`src/rtl/countdown_timer.sv`:
```
// Prescaled down-counter timer with a valid/ready load port, one-shot or periodic
// reload, a one-cycle expiry pulse and a saturating expiry counter.
module countdown_timer #(
  parameter int WIDTH  = 8,
  parameter int ECNT_W = 8
) (
  input  logic              clk,
  input  logic              rst_n,
  input  logic              load_valid,
  output logic              load_ready,
  input  logic [WIDTH-1:0]  load_period,
  input  logic [WIDTH-1:0]  load_prescale,
  input  logic              load_periodic,
  input  logic              start,
  input  logic              stop,
  output logic              busy,
  output logic [WIDTH-1:0]  count,
  output logic              expire,
  output logic [ECNT_W-1:0] expire_count
);

  typedef enum logic [1:0] {
    IDLE    = 2'd0,
    LOADED  = 2'd1,
    RUNNING = 2'd2,
    EXPIRED = 2'd3
  } state_t;

  state_t              r_state;
  logic [WIDTH-1:0]    r_count;
  logic [WIDTH-1:0]    r_presc;
  logic [WIDTH-1:0]    r_period;
  logic [WIDTH-1:0]    r_prescale;
  logic                r_periodic;
  logic                r_expire;
  logic [ECNT_W-1:0]   r_ecnt;

  state_t              w_state_next;
  logic [WIDTH-1:0]    w_count_next;
  logic [WIDTH-1:0]    w_presc_next;
  logic [WIDTH-1:0]    w_period_next;
  logic [WIDTH-1:0]    w_prescale_next;
  logic                w_periodic_next;
  logic                w_expire_next;
  logic [ECNT_W-1:0]   w_ecnt_next;
  logic                w_tick;

  assign w_tick = (r_presc == '0);

  always_ff @(posedge clk or negedge rst_n) begin
    if (!rst_n) begin
      r_state    <= IDLE;
      r_count    <= '0;
      r_presc    <= '0;
      r_period   <= '0;
      r_prescale <= '0;
      r_periodic <= 1'b0;
      r_expire   <= 1'b0;
      r_ecnt     <= '0;
    end else begin
      r_state    <= w_state_next;
      r_count    <= w_count_next;
      r_presc    <= w_presc_next;
      r_period   <= w_period_next;
      r_prescale <= w_prescale_next;
      r_periodic <= w_periodic_next;
      r_expire   <= w_expire_next;
      r_ecnt     <= w_ecnt_next;
    end
  end

  always_comb begin
    w_state_next    = r_state;
    w_count_next    = r_count;
    w_presc_next    = r_presc;
    w_period_next   = r_period;
    w_prescale_next = r_prescale;
    w_periodic_next = r_periodic;
    w_expire_next   = 1'b0;
    w_ecnt_next     = r_ecnt;

    case (r_state)
      IDLE, LOADED, EXPIRED: begin
        // A load on the same edge as start takes precedence.
        if (load_valid) begin
          w_period_next   = load_period;
          w_prescale_next = load_prescale;
          w_periodic_next = load_periodic;
          w_count_next    = load_period;
          w_ecnt_next     = '0;
          w_state_next    = LOADED;
        end else if (start && (r_state != IDLE)) begin
          w_count_next = r_period;
          w_presc_next = r_prescale;
          w_state_next = RUNNING;
        end
      end

      RUNNING: begin
        if (stop) begin
          w_count_next = r_period;
          w_state_next = LOADED;
        end else begin
          w_presc_next = w_tick ? r_prescale : (r_presc - 1'b1);
          if (w_tick) begin
            if (r_count != '0) begin
              w_count_next = r_count - 1'b1;
            end else begin
              w_expire_next = 1'b1;
              if (r_ecnt != '1) begin
                w_ecnt_next = r_ecnt + 1'b1;
              end
              if (r_periodic) begin
                w_count_next = r_period;
              end else begin
                w_state_next = EXPIRED;
              end
            end
          end
        end
      end

      default: w_state_next = IDLE;
    endcase
  end

  assign load_ready   = (r_state != RUNNING);
  assign busy         = (r_state == RUNNING);
  assign count        = r_count;
  assign expire       = r_expire;
  assign expire_count = r_ecnt;

endmodule

```
`config.mk`:
```
export PLATFORM = sky130hd
export DESIGN_NAME = countdown_timer
export DESIGN_NICKNAME = d
export VERILOG_FILES = /design/src/rtl/countdown_timer.sv
export SDC_FILE = /design/constraint.sdc
export NUM_CORES = 1
export LEC_CHECK = 0
export BUFFER_PORTS_ARGS = -buffer_cell sky130_fd_sc_hd__buf_2
export CAP_MARGIN = 20
export CELL_PAD_IN_SITES_DETAIL_PLACEMENT = 1
export CELL_PAD_IN_SITES_GLOBAL_PLACEMENT = 2
export CORE_MARGIN = 8
export CORE_UTILIZATION = 33
export DETAILED_ROUTE_END_ITERATION = 10
export PLACE_DENSITY = 0.78
export SLEW_MARGIN = 25
export SYNTH_ARGS = -nofsm -noshare
export SYNTH_HDL_FRONTEND = slang
export SYNTH_SLANG_ARGS = --single-unit
```
`constraint.sdc`:
```
create_clock -name clk -period 3.58 [get_ports clk]
set_clock_uncertainty 0.2 [all_clocks]
set_input_delay 0.179 -clock clk [delete_from_list [all_inputs] [get_ports clk]]
set_output_delay 0.179 -clock clk [all_outputs]
set_load 0.02 [all_outputs]
```
==> qor.csv, run 1 <==
metric,value,unit
synth_xor_xnor_area_share,0.0221,
fin_nets,363,
worstSkewPairLatency,300,ps
clock.fmax,341,MHz
cts_tree,built,
synthTopCellsByArea,"dfrtp_1, nand2_1, o21ai_0, a21oi_1, ha_1",
power_frac_seq,0.469,
clockPowerShare,0.240,
post_cts_buffers,0,
slew_violations,0,
synth_fa_ha_area_frac,0.0264,
synthMuxAreaShare,0.0211,
clk_pin_slew,80,ps
final_layout_size_suffix_gt1_frac,0.185,
syn_area,2370,µm²
antenna_found_initial,0,
wl_per_cell,16.1,µm
synth.distinct_cells,44,
p_int,924,µW
arrival,2950,ps
avgViaCountPerCell,5.20,
design.die.area,10200,µm²
core.rowCount,31,
ys_ff_latch,44,
grt_max_degree,24,
drc,0,
syn_nets,301,
port_buffers,40,
worstHoldPathType,in2reg,
hold_viol,0,
drt-pass1-iter-count,4,
cp-end-kind,flip-flop,
sw_frac_of_total,0.360,
vias,2263,
final_cells,435,
finalCritPeriodShare,0.819,
net-switching-power,520,µW
status,"finished, final reports clean",
rsz0062_at_grt,no,
cts_max_level,2,
root_buffer,clkbuf_8,
slew_headroom,0.470,
overflow,0,
final_cell_mix,"nand2_1, dfrtp_1, buf_2",
cp-startpoint,r_presc[0],
leakage,0.00139,µW
yosys.area.top_type,dfrtp_1,
cp.required,3600,ps
p_per_area,476,nW/µm²
first_global_vias,2369,
crit_type,reg2reg,
synth_top_family_by_area,simple AND/OR/NAND/NOR gates,
syn_avg_cell_area,8.66,µm²
final_common_cell,nand2_1,
worstPathMaxFanout,8,
synth_compound_area_frac,0.170,
hpwl,5120,µm
clock_path_buffers,2,
core-area,7100,µm²
ant_nets,0,
min_from,stop,
max-vdd-ir-drop,0.163,mV
ys_warn_count,0,
cp-start-kind,flip-flop,
synth_simple_gate_area_frac,0.265,
die_w,101,µm
drt_iter0_drc,55,
grt_usage,0.148,
synth_top_area_frac,0.464,
io_pins,41,
routed_wl,7020,µm
setup_viol,0,
fin_util,0.427,
ctsResizeCount,0,
synth-edff-count,0,
syn_inst,274,
area_delta_synth_final,27.8,%
die_h,101,µm
cts_sinks,44,
grt_pass1_wl,12000,µm
async_flop_share,1.00,
fin_crit,2930,ps
fin_tns_setup,0,ps
yosysSeqAreaShare,0.464,
worstMarginPinSlew,794,ps
max_cap_violations,0,
synthFlopType,dfrtp_1,
dpl.cell_count,409,
p_comb_frac,0.290,
timing.rr.start,r_presc[0],
antenna_cells,0,
postCtsHoldBufs,19,
cts_made_buffers,5,
finalWeightedCongestion,0.823,
initial_core_util,0.334,
[state kept, by name, indices dropped and copies added (netlist names)]
| register | flops |
|---|---|
| r_prescale | 8 |
| r_period | 8 |
| r_state | 2 |
| expire_count | 8 |
| r_periodic | 1 |
| expire | 1 |
| count | 8 |
| r_presc | 8 |
[logic make-up after synthesis]
kind of cell,after synthesis
DFF,44
muxes,5
adders and majority gates,5
AOI/OAI and AO/OA,64
buffers and inverters,19
xor gates and xnor gates,6
and+or+nand+nor,131
[worst paths after layout]
check                                endpoint  slack [ps]  cells after the start
worst max-delay path                 count[1]         650                      7
worst min-delay path               r_state[1]          40                      4
worst max register to register       count[1]         650                      7
worst min register to register    r_period[4]         280                      2
max in group asynchronous       r_prescale[2]        2440                      4
min in group asynchronous         r_period[6]         150                      2
[synth_stat cells, drive strengths merged (5+ instances only)]
cell	number
a21oi	17
a31oi	5
clkbuf	10
dfrtp	44
ha	5
inv	7
mux2i	5
nand2	69
nand3	6
nor2	16
nor3	9
nor4	6
o21ai	19
o221ai	6
xnor2	6
[through the flow]
step                      power [µW]  hold slack, ps  setup slack, ps  cell area (µm²)
after floorplan                  935            -317             1060             2370
final                           1440            41.6              649             3030
after global routing            1540            89.1              500             3030
after global placement          1080             170              792             2690
after detailed placement        1090           -63.2              694             2750
after CTS                       1460            37.9              673             3030
[layer usage]
| layer | up-vias | routed length, µm | share of wire | track usage |
|---|---|---|---|---|
| met3 | 6 | 278 | 0.040 | 0.0262 |
| met5 | - | 0 | 0 | 0 |
| met2 | 48 | 3200 | 0.46 | 0.241 |
| met4 | 0 | 87 | 0.012 | 0.0488 |
| li1 | 1094 | - | - | - |
| met1 | 1115 | 3450 | 0.49 | 0.191 |
[power by group through the flow]
stage                     Combinational [µW]  Clock [µW]  Sequential, µW
after global routing                     469         378             693
after floorplan                          245           0             690
after detailed placement                 407           0             685
final                                    419         347             677
after global placement                   394           0             681
after CTS                                424         363             676
[cell type report]
type,count,area [µm²]
Sequential cell,44,1100
Clock buffer,7,96.3
Fill cell,854,4060
Multi-Input combinational cell,211,1200
Timing Repair Buffer,67,490
Tap cell,99,124
Inverter,7,26.3
[worst max-delay path, cell delays in order, from the launching register on]
cell and delay, ps:
dfrtp_1 400, inv_1 130, ha_1 150, or4b_4 460
or2_2 310, o21ai_0 500, and2_1 460, mux2i_1 240
(Power assumes the default switching activity.)
==> run 2, diff against run 1 <==
Clock period 3.58 ns to 2.8 ns, I/O delays scaled along.
==> qor.csv, run 2 (same netlist as run 1, synthesis figures left out) <==
metric,value,unit,change
fin_tns_setup,0,ps,unchanged
core-area,7100,µm²,unchanged
fin_nets,367,,+1.1%
finalCritPeriodShare,0.948,,+0.130
cp-end-kind,flip-flop,,
cp.required,2830,ps,-770 ps
ant_nets,0,,unchanged
p_per_area,606,nW/µm²,+27%
root_buffer,clkbuf_8,,
gr-usage-met3,0.0318,,+0.00552
die_h,101,µm,unchanged
worstSkewPairLatency,300,ps,about the same
finalWeightedCongestion,0.788,,-4.3%
worstHoldPathType,in2reg,,
wl_per_cell,16.3,µm,+1.2%
final_cell_area,3020,µm²,-0.45%
initial_core_util,0.334,,unchanged
io_pins,41,,unchanged
net-switching-power,666,µW,+28%
grt_usage,0.151,,+0.00350
top_usage_layer,met2,,
slowest_stage,or4_1,,
dpl.cell_count,413,,+0.98%
grt_max_degree,45,,+88%
fillerInstances,866,,+1.4%
overflow,0,,unchanged
place_area,2740,µm²,-0.27%
drc,0,,unchanged
fin_crit,2660,ps,-275 ps
cts_max_level,2,,unchanged
clock.fmax,377,MHz,+10%
cts_sinks,44,,unchanged
clockPowerShare,0.231,,-0.009
routed_wl,7180,µm,+2.3%
cts_made_buffers,5,,unchanged
p_int,1160,µW,+26%
seqCellArea,1100,µm²,unchanged
core.rowCount,31,,unchanged
multi_input_area,1200,µm²,unchanged
first_global_vias,2406,,+1.6%
antenna_cells,0,,unchanged
final_common_cell,nand2_1,,
crit_path_cell_trace,"inv_1, ha_1, or4b_4, o21a_1, or3_4, or4_1, a21oi_1",,
clk_pin_slew,90,ps,about the same
final_layout_size_suffix_gt1_frac,0.194,,+0.00902
hpwl,5040,µm,-1.7%
max_cap_violations,0,,unchanged
rrSetupSlack,140,ps,-500 ps
final_cells,440,,+1.1%
power_frac_seq,0.474,,+0.005
max-vdd-ir-drop,0.227,mV,+40%
grt_util_met1,0.205,,+0.0138
hold_viol,0,,unchanged
slew_headroom,0.524,,+0.0539
die_w,101,µm,unchanged
grt_pass1_wl,12300,µm,+2.6%
max_stage_delay,490,ps,about the same
p_comb_frac,0.294,,+0.004
use_met2,0.235,,-0.00662
cp-start-kind,flip-flop,,
design.die.area,10200,µm²,unchanged
crit_type,reg2reg,,
clock_path_buffers,2,,unchanged
sw_frac_of_total,0.364,,+0.00367
arrival,2690,ps,-260 ps
antenna_found_initial,0,,unchanged
drt_iter0_drc,95,,+73%
area_delta_synth_final,27.3,%,
worstMarginPinSlew,714,ps,-80.9 ps
final_cell_mix,"nand2_1, dfrtp_1, buf_2",,
hold_slack,11.2,ps,-30.4 ps
drt-pass1-iter-count,4,,unchanged
cts_tree,built,,
setup_viol,0,,unchanged
leakage,0.00139,µW,about the same
worstPathMaxFanout,5,,-3
avgViaCountPerCell,5.20,,about the same
port_buffers,40,,unchanged
vias,2288,,+1.1%
rsz0062_at_grt,no,,
slew_violations,0,,unchanged
status,"finished, final reports clean",,
==> run 2: routing by layer <==
metal / vias up / routed length [µm]
li1: 1104 / -
met1: 1130 / 3590
met2: 47 / 3180
met3: 7 / 337
met4: 0 / 73
met5: - / 0
==> run 2: cell type report <==
cell class,instances,share of cell area
clock buffer,8,0.0298
inverter,7,0.00870
multi-input combinational,211,0.396
sequential,44,0.365
tap,99,0.0410
timing repair buffer,71,0.160
==> run 2: repair_timing <==
item                                    CTS  global route
hold endpoints to repair                 63             0
endpoints found under the setup margin    0             1
gates resized for setup                   0             1
hold buffers                             19             0
setup buffers                             0             0
==> run 2: worst max-delay path, delay by kind of cell (launching register included) <==
kind / cells / cell delay, ps
buf+inv: 1 / 130
fa+ha+maj: 1 / 170
flops: 1 / 390
compound gates: 2 / 350
simple gates: 3 / 1370
==> run 2: through the flow <==
stage           util  setup WS [ps]  power [µW]
6_report       0.426            145        1830
5_1_grt        0.426           3.71        1960
2_1_floorplan      -            276        1200
3_5_place_dp   0.386            149        1400
3_3_place_gp   0.386            229        1390
4_1_cts        0.426            123        1860
==> run 2: path summary, 6_finish.rpt <==
kind,to,startpoint,cells past startpoint
max,expire_count[7],r_presc[1],7
min,r_state[1],stop,4
max reg2reg,expire_count[7],r_presc[1],7
min reg2reg,r_period[1],r_period[1],2
max in group asynchronous,r_presc[1],rst_n,2
min in group asynchronous,count[6],rst_n,2
==> run 2: power groups by stage <==
stage	clock, µW	sequential [µW]	combinational [µW]
floorplan	0	882	314
global placement	0	874	512
detailed placement	0	879	523
CTS	445	867	545
global route	460	890	608
finish	424	869	538
==> run 3, diff against run 2 <==
--- a/config.mk
+++ b/config.mk
@@ -15,3 +15,3 @@
 export PLACE_DENSITY = 0.78
-export SLEW_MARGIN = 25
+export SLEW_MARGIN = 20
 export SYNTH_ARGS = -nofsm -noshare
==> constraint.sdc (replaced) <==
create_clock -name clk -period 2.8 [get_ports clk]
set_clock_uncertainty 0.2 [all_clocks]
set_input_delay 0.56 -clock clk [delete_from_list [all_inputs] [get_ports clk]]
set_output_delay 0.56 -clock clk [all_outputs]
set_load 0.02 [all_outputs]
==> qor.csv, run 3 (same netlist as run 1, synthesis figures left out) <==
metric,value,unit,change
status,"finished, final reports clean",,
die_w,101,µm,unchanged
final_common_cell,nand2_1,,
cp-end-kind,flip-flop,,
port_buffers,40,,unchanged
final_cell_mix,"nand2_1, dfrtp_1, buf_2",,
core-area,7100,µm²,unchanged
arrival,2690,ps,about the same
finalCritPeriodShare,0.954,,+0.00532
clock.fmax,374,MHz,-0.56%
setup_viol,0,,unchanged
first_global_vias,2345,,-2.5%
antenna_found_initial,0,,unchanged
cp-startpoint,r_presc[0],,
clk_pin_slew,80,ps,about the same
fin_nets,351,,-4.4%
rsz0062_at_grt,no,,
net-switching-power,648,µW,-2.7%
cts_max_level,2,,unchanged
place_area,2770,µm²,+1.2%
area_delta_synth_final,20.1,%,
final_cell_area,2850,µm²,-5.6%
met2_length,3060,µm,-3.8%
vias,2193,,-4.2%
reg2reg_depth,7,,unchanged
top_layer_used,met4,,
hpwl,4950,µm,-1.6%
p_int,1120,µW,-3.9%
grt_pass1_wl,11700,µm,-5.0%
leakage,0.00132,µW,-4.7%
overflow,0,,unchanged
worstHoldPathType,in2async,,
clock_path_buffers,2,,unchanged
power_frac_seq,0.489,,+0.015
p_per_area,620,nW/µm²,+2.3%
drt_iter0_drc,52,,-45%
max_cap_violations,0,,unchanged
fin_crit,2670,ps,+14.9 ps
rrSetupSlack,130,ps,about the same
cp-start-kind,flip-flop,,
sw_frac_of_total,0.366,,+0.00278
cts_made_buffers,5,,unchanged
ctsResizeCount,0,,unchanged
timing.rr.start,r_presc[0],,
antenna_cells,0,,unchanged
cts_tree,built,,
route.met3.wl,305,µm,-9.5%
finalWeightedCongestion,0.769,,-2.4%
post_cts_buffers,0,,unchanged
wl_per_cell,16.2,µm,-0.66%
crit_path_cell_trace,"inv_1, ha_1, or4b_4, o21a_1, or3_4, or4_1, a21oi_1",,
worstMarginPinSlew,571,ps,-143 ps
fin_util,0.402,,-0.0240
die_h,101,µm,unchanged
r2r_end,expire_count[7],,
root_buffer,clkbuf_8,,
crit_type,reg2reg,,
ant_nets,0,,unchanged
max-vdd-ir-drop,0.228,mV,+0.45%
p_comb_frac,0.294,,about the same
max_stage_delay,490,ps,about the same
drt-pass1-iter-count,4,,unchanged
clockPowerShare,0.217,,-0.014
worstSkewPairLatency,290,ps,about the same
final_layout_size_suffix_gt1_frac,0.210,,+0.0163
grt_max_degree,24,,-47%
io_pins,41,,unchanged
fillerInstances,870,,+0.46%
worstPathMaxFanout,5,,unchanged
initial_core_util,0.334,,unchanged
wl_met1,3430,µm,-4.5%
slew_headroom,0.620,,+0.0952
avgViaCountPerCell,5.18,,-0.30%
drc,0,,unchanged
cp.required,2820,ps,about the same
slew_violations,0,,unchanged
routed_wl,6860,µm,-4.5%
hold_viol,0,,unchanged
cts_sinks,44,,unchanged
core.rowCount,31,,unchanged
fin_tns_setup,0,ps,unchanged
slowest_stage,or4_1,,
design.die.area,10200,µm²,unchanged
grt_usage,0.142,,-0.00892
postCtsHoldBufs,0,,-19
[run 3: changes by cell type in the layout (fill, tap and decap cells not counted), sizes merged]
cell,change
clkinv,+1
buf,+3
clkbuf,-2
dlygate4sd3,-19
[run 3: layout make-up]
type	instances	area (µm²)	area share
sequential	44	1100	0.386
multi-input combinational	211	1200	0.420
clock buffer	6	72.6	0.0255
inverter	7	26.3	0.00922
tap	99	124	0.0435
timing repair buffer	55	325	0.114
clock inverter	1	5.00	0.00176
[run 3: worst max-delay path by stage]
stage | end | slack [ps] | depth (start not counted)
after floorplan | expire_count[7] | 280 | 7
after global placement | expire_count[7] | 240 | 7
after detailed placement | expire_count[7] | 150 | 7
after CTS | expire_count[7] | 130 | 7
after global routing | count[2] | 10 | 7
final | expire_count[7] | 130 | 7
[run 3: critical path: cells and delay by family, from the launching register on]
kind | cells | cell delay (ps)
AOI/OAI and AO/OA | 2 | 360
buffers and inverters | 1 | 140
and+or+nand+nor | 3 | 1360
adders and majority gates | 1 | 150
DFF | 1 | 400
[run 3: routing by layer]
metal / vias up / GRT usage
li1: 1069 / -
met1: 1077 / 0.188
met2: 43 / 0.229
met3: 4 / 0.0290
met4: 0 / 0.0384
met5: - / 0
[run 3: power by group through the flow]
stage / sequential, µW / combinational (µW) / clock, µW
6_report: 864 / 520 / 383
5_1_grt: 882 / 586 / 421
4_1_cts: 865 / 529 / 399
3_5_place_dp: 878 / 527 / 0
3_3_place_gp: 872 / 518 / 0
2_1_floorplan: 882 / 314 / 0
[run 3: metrics by stage]
| step | power [µW] | hold WS (ps) | setup WS, ps | instances |
|---|---|---|---|---|
| floorplan | 1200 | 64.4 | 276 | 274 |
| global placement | 1390 | 258 | 241 | 416 |
| detailed placement | 1400 | 263 | 150 | 416 |
| CTS | 1790 | 80.9 | 125 | 423 |
| global route | 1890 | 87.4 | 12.7 | 423 |
| finish | 1770 | 54.3 | 130 | 423 |
